===== src/rtl/mem_access_unit.sv =====
// MEM-stage initiator for a word-wide single-port data memory with a 1-cycle registered read.
// Handles byte/half/word loads and stores, using read-modify-write for sub-word stores.
module mem_access_unit #(
  parameter int NB_DATA    = 32,
  parameter int NB_ADDR    = 32,
  parameter int N_ELEMENTS = 128,
  parameter int ADDRWIDTH  = $clog2(N_ELEMENTS)
) (
  input  logic                 clock_i,
  input  logic                 reset_n_i,
  input  logic                 start_i,
  input  logic                 load_i,
  input  logic                 store_i,
  input  logic [1:0]           size_i,
  input  logic                 unsigned_i,
  input  logic [NB_ADDR-1:0]   addr_i,
  input  logic [NB_DATA-1:0]   store_data_i,
  output logic [NB_DATA-1:0]   load_data_o,
  output logic                 done_o,
  output logic                 error_o,
  output logic                 busy_o,
  output logic                 mem_enable_o,
  output logic [ADDRWIDTH-1:0] mem_addr_o,
  output logic [NB_DATA-1:0]   mem_wdata_o,
  output logic                 mem_read_o,
  output logic                 mem_write_o,
  input  logic [NB_DATA-1:0]   mem_rdata_i
);

  typedef enum logic [2:0] {IDLE, RD_ISSUE, RD_WAIT, WR, DONE, ERR} state_t;

  state_t               state, state_nxt;
  logic [ADDRWIDTH-1:0] word_addr;
  logic [1:0]           offset;
  logic [1:0]           size;
  logic                 uns;
  logic                 is_load;
  logic [NB_DATA-1:0]   wdata;
  logic [NB_DATA-1:0]   load_data;
  logic                 bad;
  logic [4:0]           byte_sh, half_sh;
  logic [7:0]           lane_b;
  logic [15:0]          lane_h;
  logic [NB_DATA-1:0]   ext, merged;

  always_comb begin
    bad = (load_i == store_i) || (size_i == 2'b11) ||
          (size_i == 2'b01 && addr_i[0]) ||
          (size_i == 2'b10 && addr_i[1:0] != 2'b00) ||
          ((addr_i >> (ADDRWIDTH + 2)) != '0);
  end

  // Little-endian lanes: byte k at bits [8k+7:8k], half at [15:0] or [31:16].
  always_comb begin
    byte_sh = {offset, 3'b000};
    half_sh = {offset[1], 4'b0000};
    lane_b  = mem_rdata_i[byte_sh +: 8];
    lane_h  = mem_rdata_i[half_sh +: 16];
    ext     = mem_rdata_i;
    merged  = mem_rdata_i;
    case (size)
      2'b00: begin
        ext = {{(NB_DATA-8){~uns & lane_b[7]}}, lane_b};
        merged[byte_sh +: 8] = wdata[7:0];
      end
      2'b01: begin
        ext = {{(NB_DATA-16){~uns & lane_h[15]}}, lane_h};
        merged[half_sh +: 16] = wdata[15:0];
      end
      default: begin
        ext    = mem_rdata_i;
        merged = wdata;
      end
    endcase
  end

  always_comb begin
    state_nxt = state;
    case (state)
      IDLE: if (start_i) begin
        if (bad)                  state_nxt = ERR;
        else if (load_i)          state_nxt = RD_ISSUE;
        else if (size_i == 2'b10) state_nxt = WR;
        else                      state_nxt = RD_ISSUE;
      end
      RD_ISSUE: state_nxt = RD_WAIT;
      RD_WAIT:  state_nxt = is_load ? DONE : WR;
      WR:       state_nxt = DONE;
      DONE:     state_nxt = IDLE;
      ERR:      state_nxt = IDLE;
      default:  state_nxt = IDLE;
    endcase
  end

  always_ff @(posedge clock_i or negedge reset_n_i) begin
    if (!reset_n_i) begin
      state     <= IDLE;
      word_addr <= '0;
      offset    <= '0;
      size      <= '0;
      uns       <= 1'b0;
      is_load   <= 1'b0;
      wdata     <= '0;
      load_data <= '0;
    end else begin
      state <= state_nxt;
      if (state == IDLE && start_i) begin
        word_addr <= addr_i[ADDRWIDTH+1:2];
        offset    <= addr_i[1:0];
        size      <= size_i;
        uns       <= unsigned_i;
        is_load   <= load_i;
        wdata     <= store_data_i;
        load_data <= '0;
      end else if (state == RD_WAIT) begin
        // Read word is either the load result or the merge base for WR.
        if (is_load) load_data <= ext;
        else         wdata     <= merged;
      end
    end
  end

  assign load_data_o  = load_data;
  assign done_o       = (state == DONE) || (state == ERR);
  assign error_o      = (state == ERR);
  assign busy_o       = (state != IDLE);
  assign mem_read_o   = (state == RD_ISSUE);
  assign mem_write_o  = (state == WR);
  assign mem_enable_o = mem_read_o || mem_write_o;
  assign mem_addr_o   = mem_enable_o ? word_addr : '0;
  assign mem_wdata_o  = mem_write_o ? wdata : '0;

endmodule


===== config.mk =====
export PLATFORM = sky130hd
export DESIGN_NAME = mem_access_unit
export DESIGN_NICKNAME = d
export VERILOG_FILES = /design/src/rtl/mem_access_unit.sv
export SDC_FILE = /design/constraint.sdc
export NUM_CORES = 1
export LEC_CHECK = 0
export CORE_ASPECT_RATIO = 1.4
export CORE_UTILIZATION = 40
export CTS_BUF_LIST = sky130_fd_sc_hd__clkbuf_4
export DETAILED_ROUTE_END_ITERATION = 16
export PLACE_DENSITY = 0.73
export SKIP_CTS_REPAIR_TIMING = 1
export SLEW_MARGIN = 20
export SYNTH_ARGS = -nofsm -noshare
export SYNTH_HDL_FRONTEND = slang
export SYNTH_SLANG_ARGS = --single-unit

===== constraint.sdc =====
create_clock -name clock_i -period 6.8 [get_ports clock_i]
set_clock_uncertainty 0.05 [all_clocks]
set_input_delay 1.36 -clock clock_i [delete_from_list [all_inputs] [get_ports clock_i]]
set_output_delay 1.36 -clock clock_i [all_outputs]
set_load 0.02 [all_outputs]

* Word-level counts from Yosys, hierarchy flattened
Cells that the tools add are included.
** Storage, ports and cells
- Flip-flop bits (word level) :: 80
- Bits of input ports :: 104
- Output and inout port bits :: 77
- Logic and storage cells :: 68
** Cells by class
- $add $sub $neg :: 2
- Eq/ne operators :: 12
- Shift-type cells :: 6
- Multiplexer cells :: 18
- Bitwise operators :: 3
- Reductions and logical operators :: 19
** Operators by type and width (number)
- 32-bit two-way mux :: 7
- 32-bit case mux with 2 select lines :: 2
- 32-bit bitwise mux :: 2
- 32-bit nonzero test :: 1
- 16-bit by 7-bit variable shift with 32-bit output, first input constant :: 1
- 8-bit by 7-bit variable shift with 32-bit output, first input constant :: 1
- 16-bit by 7-bit variable part select with 32-bit output :: 1
- 32-bit by 6-bit variable part select with 16-bit output :: 1
- 32-bit by 6-bit variable part select with 8-bit output :: 1
- 8-bit by 7-bit variable part select with 32-bit output :: 1
- 5-bit negation with 7-bit output :: 2
- 3-bit case mux with 4 select lines :: 1
- 3-bit two-way mux :: 3
- 7-bit two-way mux :: 1
- 3-bit by 2-bit == test with 1-bit output, second input constant :: 2
- 3-bit == test, second input constant :: 2
- 1-bit logical OR :: 6
- 2-bit nonzero test :: 3
- 3-bit nonzero test :: 2
- 2-bit by 1-bit == test with 1-bit output, second input constant :: 2
- 2-bit == test, second input constant :: 2
- 2-bit two-way mux :: 2
- 3-bit by 1-bit == test with 1-bit output, second input constant :: 1
- 1-bit logical AND :: 3
- other kinds (9) :: 10

* Longest topological paths before layout
- Word-level depth :: 8
- Mapped depth :: 8
- Depth with buffers taken out :: 6

* Worst setup path before layout
No wires, ideal clock.
- Kind :: reg2out
- Start point :: reg state[2]
- End point :: out mem_wdata_o[22]
- Arrival :: 1.620 ns
- Path slack :: 3.770 ns
- Stages on the path, launching flop included :: 5
- Path buffers :: 2
- Cell sequence :: dfrtp_1 -> buf_2 -> nor3_1 -> clkbuf_1 -> and2_1
** Between the ends
- Longest elaborated chain between the ends :: 2
** Ends and longest elaborated chain
- start, declared :: line 32 : state_t state, state_nxt;
- start signal, assigned :: line 106 : state <= state_nxt;
- 3-bit by 2-bit == test with 1-bit output :: line 128 : assign mem_write_o = (state == WR);
- named net mem_write_o :: line 26 : output logic mem_write_o,
- 32-bit two-way mux :: line 131 : assign mem_wdata_o = mem_write_o ? wdata : '0;
- end, declared :: line 24 : output logic [NB_DATA-1:0] mem_wdata_o,
The timed path passes the listed nets, and every way through them passes these cells.

* Worst setup path after layout
- Start point :: reg state[1]
- End point :: out mem_wdata_o[12]
** Between the ends
- Longest elaborated chain between the ends :: 2
** Ends and longest elaborated chain (line)
- 3-bit by 2-bit == test with 1-bit output :: 128
- 32-bit two-way mux :: 131
No other way between the ends.

==> summary.txt <==
Run status
  • Status: finished clean

Cells and area
  • Utilization after layout: 58.0%
  • Count of filler cells inserted in the layout: 1055
  • Most common cell after layout, fill and taps aside: sky130_fd_sc_hd__clkdlybuf4s50_1
  • Fraction of final layout cells sized beyond drive strength 1: 5.94%
  • Post-route non-filler standard cell count: 838
  • Sequential cell area: 2000 um^2
  • Leading cell types in the layout, fill and taps excluded: 179 x sky130_fd_sc_hd__clkdlybuf4s50_1, 80 x sky130_fd_sc_hd__dfrtp_1, 61 x sky130_fd_sc_hd__a21oi_1, 59 x sky130_fd_sc_hd__nand2_1, 42 x sky130_fd_sc_hd__and2_1
  • Area of the multi-input gates: 2700 um^2
  • Final Net Count: 795
  • Cell area after layout: 6920 um^2
  • Area added between synthesis and finish: 40.5%

Power
  • Peak supply drop: 0.000204 V
  • Total power: 2.74 mW
  • Power density of the placed cells: 396 nW/um^2
  • Pleak: 2.84 nW

Min path
  • Startpoint of the lowest-slack hold path: word_addr[0]$_DFFE_PN0P_
  • Hold crit path type: reg2reg

Placement
  • Last weighted congestion value of the routability-driven placer: 0.910
  • Instance area after placement: 6750 um^2
  • Detailed-placement wirelength estimate: 12.4 mm
  • Placed cell count: 822
  • Port Buffer Count: 180
  • Pre-CTS worst setup slack: 3.05 ns

Logic synthesis
  • Unique masters post-synth: 50
  • Synth warn: 0
  • Number of synthesized register bits: 80
  • Post-synthesis sequential area ratio: 40.7%
  • Per-instance average area after synthesis: 9.22 um^2
  • Total standard cell area after synthesis: 4920 um^2
  • Syn Inst Count: 534
  • Post-synthesis net count: 643
  • Fraction of registers with async set/reset: 100%
  • Number of enable-type register cells in the synthesized netlist: 0
  • Dominant register cell in the synthesized netlist: sky130_fd_sc_hd__dfrtp_1

CTS
  • Root Buffer: sky130_fd_sc_hd__clkbuf_4
  • Clock buffers created by TritonCTS: 9
  • # H-tree levels: 3
  • Worst-case clock buffer depth: 2
  • Clock Latency Late Sink: 0.46 ns
  • TritonCTS clock tree: built
  • Clk pin slew, worst setup/hold paths: 0.13 ns
  • TritonCTS Sinks: 80

Global routing
  • Wire length of the first global-routing pass: 26.4 mm
  • Number of antenna violations at the first check in global routing: 1
  • Global-route total usage across every layer: 27.5%
  • Leftover overflow at the end of global routing: 0
  • Number of global-route vias before repair: 4867
  • Pin count of the biggest net entering global routing: 81

Route
  • Average wire length per cell after detail routing: 20.1 um
  • Post-Route WL: 16.8 mm
  • Violation count after the first detailed-route iteration: 355
  • Vias after detailed routing: 5027
  • Vias per Instance: 6.00
  • Total DRC errors in the routed layout: 0
  • Number of routed nets with antenna violations: 0
  • DR pass1 iterations: 5

Critical path
  • Critical path launch point: state[1]$_DFFE_PN0P_
  • Family with the most delay on the worst path: buffers and inverters
  • Combined buffer and inverter count along the critical path: 3
  • CP Cell Sequence: inv_1 -> nor3_2 -> buf_4 -> and2_1 -> clkdlybuf4s50_1
  • Cell type of the slowest stage on the worst timing path: sky130_fd_sc_hd__clkdlybuf4s50_1
  • Type of element capturing the critical path: output port
  • Largest fanout on the critical path: 33
  • Critical path startpoint category: flop
  • Data required, critical path: 5.39 ns
  • Worst Setup Path Type: reg2out
  • Crit path arrival time: 2.60 ns
  • CP max stage delay: 0.62 ns
  • Startpoint of the most critical register-to-register path: offset[0]$_DFFE_PN0P_

Timing
  • Setup repair after global routing missed its margin: no
  • Final-layout setup total negative slack: 0 ns
  • Final period demand of the worst path: 4.01 ns
  • Final Hold Fails: 0
  • Worst-case hold slack: 0.436 ns
  • Relative slew margins: 33.3%
  • Final period util: 58.9%
  • Maximum clock frequency: 250 MHz
  • Slew at the pin closest to its max-slew limit: 1.00 ns
  • Setup ws final: 2.79 ns
  • Final setup violation count: 0
  • Max-slew violation count: 0

Die
  • Effective utilization at floorplan: 41.3%
  • Die Width: 95.8 um
  • # rows: 47
  • Total core area: 11900 um^2
  • Die extent in y: 133 um
  • Area of the die: 12800 um^2
  • I/O pin total: 181

Flow run
  • Max-cap viol count: 0
[area by class of cell]
class / instances / share of cell area, %
antenna: 1 / 0.0362
clock buffer: 9 / 0.976
inverter: 11 / 0.597
timing repair buffer: 185 / 26.5
tap: 147 / 2.66
sequential: 80 / 28.9
multi-input combinational: 399 / 39.0
clock inverter: 6 / 1.23
[worst register-to-register path: stages (launching register included)]
cell and delay, ns:
sky130_fd_sc_hd__dfrtp_1 0.86, sky130_fd_sc_hd__inv_1 0.26, sky130_fd_sc_hd__ha_1 0.42, sky130_fd_sc_hd__nor4bb_2 0.74, sky130_fd_sc_hd__a221oi_1 0.18, sky130_fd_sc_hd__a211o_1 0.33
sky130_fd_sc_hd__a21oi_1 0.13
[routing by layer]
| metal | part of all wire, % | routed length [um] | global-route usage [%] | vias to the layer above |
|---|---|---|---|---|
| met2 | 50 | 8380 | 45.0 | 249 |
| met1 | 38 | 6390 | 33.7 | 2439 |
| met5 | 0 | 0 | 0 | - |
| li1 | - | - | - | 2288 |
| met3 | 7.8 | 1310 | 6.56 | 51 |
| met4 | 4.5 | 758 | 12.9 | 0 |
[synth_stat cells (7+ instances only)]
library cell               instances  area (um^2)
sky130_fd_sc_hd__dfrtp_1          80         2000
sky130_fd_sc_hd__a21oi_1          61          305
sky130_fd_sc_hd__nand2_1          59          221
sky130_fd_sc_hd__and2_1           42          263
sky130_fd_sc_hd__nor2_1           35          131
sky130_fd_sc_hd__clkbuf_1         26         97.6
sky130_fd_sc_hd__a221oi_1         23          201
sky130_fd_sc_hd__mux2i_1          23          230
sky130_fd_sc_hd__a221o_1          18          180
sky130_fd_sc_hd__a211o_1          16          140
sky130_fd_sc_hd__a22o_1           16          140
sky130_fd_sc_hd__o21ai_0          13         65.1
sky130_fd_sc_hd__inv_1            10         37.5
sky130_fd_sc_hd__a211oi_1          9         67.6
sky130_fd_sc_hd__buf_2             8         40.0
sky130_fd_sc_hd__mux2_2            8         90.1
sky130_fd_sc_hd__o21ai_1           8         40.0
sky130_fd_sc_hd__a22oi_1           7         52.6
sky130_fd_sc_hd__a32o_1            7         70.1
sky130_fd_sc_hd__nor3_1            7         35.0
[state kept, by name, indices dropped and copies added, names as in the netlist]
name         count
uns              1
size             2
wdata           32
state            3
word_addr        7
offset           2
load_data_o     32
is_load          1
[worst paths after layout]
path	slack (ns)	to	depth (start not counted)
hold / removal	0.44	word_addr[0]$_DFFE_PN0P_	2
min in group asynchronous	1.00	word_addr[3]$_DFFE_PN0P_	1
max in group asynchronous	5.04	wdata[15]$_DFFE_PN0P_	1
setup / recovery	2.79	mem_wdata_o[12]	5
hold reg to reg	0.44	word_addr[0]$_DFFE_PN0P_	2
setup reg to reg	3.77	wdata[25]$_DFFE_PN0P_	6
[cells by family after synthesis]
logic type                 Yosys count  synth area share (%)
buffers and inverters               55                  5.08
muxes                               33                  7.42
adders and majority gates            5                  1.27
AOI/OAI and AO/OA                  184                  26.7
DFF                                 80                  40.7
xor gates and xnor gates             1                 0.178
and+or+nand+nor                    176                  18.7
[power breakdown]
group          internal [mW]  leakage, nW  switching, mW
Sequential             0.697         1.01          0.246
Clock                  0.146       0.0794          0.169
Combinational          0.695         1.75          0.788
Total                   1.54         2.84           1.20
Power figures use the tool's default switching activity.
